===== config.mk =====
export PLATFORM = sky130hd
export DESIGN_NAME = uart_receiver
export DESIGN_NICKNAME = d
export VERILOG_FILES = /design/src/rtl/uart_receiver.sv
export SDC_FILE = /design/constraint.sdc
export NUM_CORES = 1
export LEC_CHECK = 0
export BUFFER_PORTS_ARGS = -buffer_cell sky130_fd_sc_hd__buf_2
export CAP_MARGIN = 20
export CORE_UTILIZATION = 52
export CTS_CLUSTER_SIZE = 28
export DETAILED_ROUTE_END_ITERATION = 10
export MAX_ROUTING_LAYER = met4
export PLACE_DENSITY = 0.8
export SLEW_MARGIN = 20
export SYNTH_ARGS = -nofsm -noshare
export SYNTH_HDL_FRONTEND = slang
export SYNTH_SLANG_ARGS = --single-unit

===== constraint.sdc =====
create_clock -name clk -period 1.7 [get_ports clk]
set_input_delay 0.085 -clock clk [delete_from_list [all_inputs] [get_ports clk]]
set_output_delay 0.085 -clock clk [all_outputs]
set_load 0.01 [all_outputs]

===== src/rtl/uart_receiver.sv =====
// UART receiver: 16x oversampled start/data/stop framing with a one-deep holding register,
// read handshake and sticky framing/overrun flags.
module uart_receiver #(
  parameter int DVSR      = 11,
  parameter int WORD_SIZE = 8
) (
  input  logic                 clk,
  input  logic                 nRST,
  input  logic                 serialIn,
  input  logic                 readByte,
  input  logic                 clrErr,
  output logic [WORD_SIZE-1:0] dataOut,
  output logic                 dataValid,
  output logic                 byteDone,
  output logic                 frameErr,
  output logic                 overrun
);

  localparam int DW = (DVSR > 1) ? $clog2(DVSR) : 1;
  localparam int NW = (WORD_SIZE > 1) ? $clog2(WORD_SIZE) : 1;

  typedef enum logic [2:0] {
    IDLE  = 3'd0,
    START = 3'd1,
    DATA  = 3'd2,
    STOP  = 3'd3,
    BREAK = 3'd4
  } state_t;

  state_t               state_r;
  logic [1:0]           rxSync_r;
  logic [DW-1:0]        divCnt_r;
  logic [3:0]           sCnt_r;
  logic [NW-1:0]        nCnt_r;
  logic [WORD_SIZE-1:0] shiftReg_r;
  logic                 goodFrame_r;
  logic                 rxS_s;
  logic                 tick_s;

  assign rxS_s  = rxSync_r[1];
  assign tick_s = (divCnt_r == DW'(DVSR - 1));

  // Synchroniser, oversample divider, frame FSM and holding register.
  always_ff @(posedge clk or negedge nRST) begin
    if (!nRST) begin
      state_r     <= IDLE;
      rxSync_r    <= 2'b11;
      divCnt_r    <= {DW{1'b0}};
      sCnt_r      <= 4'd0;
      nCnt_r      <= {NW{1'b0}};
      shiftReg_r  <= {WORD_SIZE{1'b0}};
      goodFrame_r <= 1'b0;
      dataOut     <= {WORD_SIZE{1'b0}};
      dataValid   <= 1'b0;
      byteDone    <= 1'b0;
      frameErr    <= 1'b0;
      overrun     <= 1'b0;
    end else begin
      rxSync_r    <= {rxSync_r[0], serialIn};
      divCnt_r    <= tick_s ? {DW{1'b0}} : divCnt_r + DW'(1);
      goodFrame_r <= 1'b0;
      byteDone    <= 1'b0;

      // Clears come first so a flag set later in this cycle takes priority.
      if (clrErr) begin
        frameErr <= 1'b0;
        overrun  <= 1'b0;
      end else begin
        frameErr <= frameErr;
        overrun  <= overrun;
      end

      case (state_r)
        IDLE: begin
          if (!rxS_s) begin
            state_r  <= START;
            sCnt_r   <= 4'd0;
            divCnt_r <= {DW{1'b0}};
          end else begin
            state_r <= IDLE;
          end
        end
        START: begin
          if (tick_s) begin
            if (sCnt_r == 4'd7) begin
              sCnt_r  <= 4'd0;
              nCnt_r  <= {NW{1'b0}};
              state_r <= rxS_s ? IDLE : DATA;
            end else begin
              sCnt_r <= sCnt_r + 4'd1;
            end
          end else begin
            sCnt_r <= sCnt_r;
          end
        end
        DATA: begin
          if (tick_s) begin
            if (sCnt_r == 4'd15) begin
              sCnt_r     <= 4'd0;
              shiftReg_r <= {rxS_s, shiftReg_r[WORD_SIZE-1:1]};
              if (nCnt_r == NW'(WORD_SIZE - 1)) begin
                state_r <= STOP;
              end else begin
                nCnt_r <= nCnt_r + NW'(1);
              end
            end else begin
              sCnt_r <= sCnt_r + 4'd1;
            end
          end else begin
            sCnt_r <= sCnt_r;
          end
        end
        STOP: begin
          if (tick_s) begin
            if (sCnt_r == 4'd15) begin
              sCnt_r <= 4'd0;
              if (rxS_s) begin
                goodFrame_r <= 1'b1;
                state_r     <= IDLE;
              end else begin
                frameErr <= 1'b1;
                state_r  <= BREAK;
              end
            end else begin
              sCnt_r <= sCnt_r + 4'd1;
            end
          end else begin
            sCnt_r <= sCnt_r;
          end
        end
        BREAK: begin
          // A line held low must return high before another start bit is accepted.
          state_r <= rxS_s ? IDLE : BREAK;
        end
        default: begin
          state_r <= IDLE;
        end
      endcase

      if (goodFrame_r) begin
        if (!dataValid || readByte) begin
          dataOut   <= shiftReg_r;
          dataValid <= 1'b1;
          byteDone  <= 1'b1;
        end else begin
          overrun <= 1'b1;
        end
      end else if (readByte && dataValid) begin
        dataValid <= 1'b0;
      end else begin
        dataValid <= dataValid;
      end
    end
  end

endmodule


==> impl_metrics.toml <==
[global_route]
track_usage = 0.204
grt_max_degree = 38
grt-ovfl-total = 0
first_global_vias = 1135
antenna_found_initial = 0
grt_first_pass_wirelength_um = 4990

[timing]
setup_ws_ps = -15.3
worstMarginPinSlew_ps = 800
finalHoldViolations = 0
rsz0062_at_grt = "true"
holdWs_ps = 44.2
slew_viol_final = 0
setup_viol = 3
slew_headroom = 0.467
finClkSkew_ps = 20.1
setup_tns_ps = -35.9
min_period_ps = 1720
timing.fmax_mhz = 583
post-route-period-util = 1.01

[place]
hpwlAfterDp_um = 2110
placed_area_mm2 = 0.00181
gp_congestion = 0.842
port_buffers = 16

[layout]
drive_above_1_share = 0.355
final_area_mm2 = 0.00194
fillCellCount = 257
most-common-layout-cells = "dfrtp_1, mux2_2, buf_2"
final_common_cell = "dfrtp_1"
n_antenna_cell = 0
utilization = 0.636
finalNetCount = 173
area_growth_pct = 15.1

[power]
p_sw_frac = 0.216
p_seq_frac = 0.635
leakage_nw = 0.956
power.share.clock = 0.345
internal_power_mw = 1.10
power.switching_uw = 302
powerDensity_mw_per_mm2 = 720
ir_worst_vdd_mv = 0.425
p_total_mw = 1.40
comb_power_share = 0.020

[synthesis]
syn_area_per_cell_um2 = 12.1
async_flop_share = 1.00
synth_ff_type = "dfrtp_1"
synth_edf_count = 0
synth_cell_type_count = 34
ys_seq_elements = 37
synthCells = 139
netlist_area_mm2 = 0.00169
ys_seq_area_frac = 0.551
yosys_warnings = 0
synth_fp_nets = 147

[worst_setup_path]
path_class = "reg -> reg"
critPathMaxFanout = 2
crit_arrival_ps = 1980
end_kind = "flip-flop"
crit_path_start_kind = "flip-flop"
required_ps = 1970

[route]
viasPerCell = 5.33
routed_wl_um = 2950
drc = 0
drt_iter0_drc = 46
num_vias = 1119
routedWlPerCell_um = 14.1
dr.pass1.iters = 4
ant_nets = 0

[die]
dieArea_mm2 = 0.00347
fp.dieW_um = 58.9
io_pins = 17
fp.coreArea_mm2 = 0.00305
die_y_um = 58.9
rows = 20
start_util = 0.552

[clocking]
cts_num_sinks = 37
path_clk_slew_ps = 110
cts_max_level = 2
cts-root-buf = "clkbuf_4"
insertion_delay_ps = 340
tritoncts = "done"
clock_path_buffers = 2
cts-buffers-inserted = 5

[hold_path]
hold_path.class = "in -> reg"

[flow_run]
maxCapViolCount = 0

[run_status]
status = "finished, violations left"
violations = "negative setup slack"
[what timing repair did]
item | CTS | global route
buffers inserted | 1 | 0
cloned | 0 | 0
setup endpoints to repair | 3 | 4
gates resized for setup | 4 | 2
hold buffers | 3 | 0
endpoints found under the hold margin | 38 | 0
[per-layer routing]
metal	routed length, um	GRT usage
met4	36	0.0816
met3	107	0.0747
met2	1560	0.313
met1	1250	0.244
met5	0	-
[cell usage after synthesis, drive strengths merged (2+ instances only)]
| master | count | share of area |
|---|---|---|
| nor4 | 2 | 0.025 |
| a22oi | 2 | 0.0089 |
| nand2 | 9 | 0.020 |
| nand3 | 2 | 0.0059 |
| o22ai | 4 | 0.015 |
| buf | 3 | 0.016 |
| inv | 12 | 0.027 |
| nor2 | 13 | 0.029 |
| dfrtp | 35 | 0.52 |
| and3 | 3 | 0.017 |
| and4bb | 2 | 0.015 |
| nor3 | 5 | 0.015 |
| dfstp | 2 | 0.031 |
| mux2 | 17 | 0.12 |
| ha | 3 | 0.022 |
| mux2i | 5 | 0.030 |
| a21oi | 5 | 0.015 |
| o21ai | 2 | 0.0059 |
[cells by family after synthesis]
family          after synthesis  share of synthesized area
compound gates               18                     0.0683
buf+inv                      16                     0.0445
xor+xnor                      2                     0.0104
fa+ha+maj                     3                     0.0223
mux                          22                      0.146
flops                        37                      0.551
simple gates                 41                      0.158
[critical path: stages, from the launching register on]
cell and delay, ps:
dfrtp_1 410, ha_2 200, ha_4 150, and4bb_2 300, a21oi_2 50, nor4_4 180
buf_4 170, mux2i_1 180
[sequential cells by signal, summed over array words and instances (netlist names)]
name,count
goodFrame_r,1
shiftReg_r,8
byteDone,1
dataOut,8
dataValid,1
rxSync_r,2
state_r,3
sCnt_r,4
divCnt_r,4
overrun,1
nCnt_r,3
frameErr,1
[final timing paths]
check | from | cells past startpoint | end | slack, ps
max | nCnt_r[0]$_DFFE_PN0P_ | 7 | nCnt_r[1]$_DFFE_PN0P_ | -20
min | readByte | 3 | dataValid$_DFFE_PN0P_ | 40
max reg2reg | nCnt_r[0]$_DFFE_PN0P_ | 7 | nCnt_r[1]$_DFFE_PN0P_ | -20
min reg2reg | rxSync_r[0]$_DFF_PN1_ | 0 | rxSync_r[1]$_DFF_PN1_ | 370
max in group asynchronous | nRST | 2 | shiftReg_r[6]$_DFFE_PN0P_ | 820
min in group asynchronous | nRST | 2 | frameErr$_DFF_PN0_ | 350
[per-stage QoR]
| stage | worst slack [ps] | instances |
|---|---|---|
| after global placement | 2.53 | 198 |
| after CTS | -20.6 | 210 |
| after floorplan | -52.8 | 139 |
| final | -15.3 | 210 |
| after global routing | -96.0 | 210 |
| after detailed placement | -67.0 | 198 |
[power by group through the flow]
stage                     clock (mW)  combinational, mW  sequential (mW)
after floorplan                    0            0.00390            0.902
after global placement             0             0.0224            0.904
after detailed placement           0             0.0237            0.904
after CTS                      0.498             0.0290            0.887
after global routing           0.544             0.0323            0.888
final                          0.483             0.0276            0.888
[final cells by class]
| class | instances | area (um2) | share of cell area |
|---|---|---|---|
| flip-flops and latches | 37 | 928 | 0.478 |
| multi-input cells | 86 | 709 | 0.366 |
| repair buffers | 23 | 140 | 0.0722 |
| clock buffers | 7 | 55.1 | 0.0284 |
| well taps | 44 | 55.1 | 0.0284 |
| inverters | 12 | 45.0 | 0.0232 |
| clock inverters | 1 | 7.51 | 0.00387 |
(Power assumes the default switching activity.)
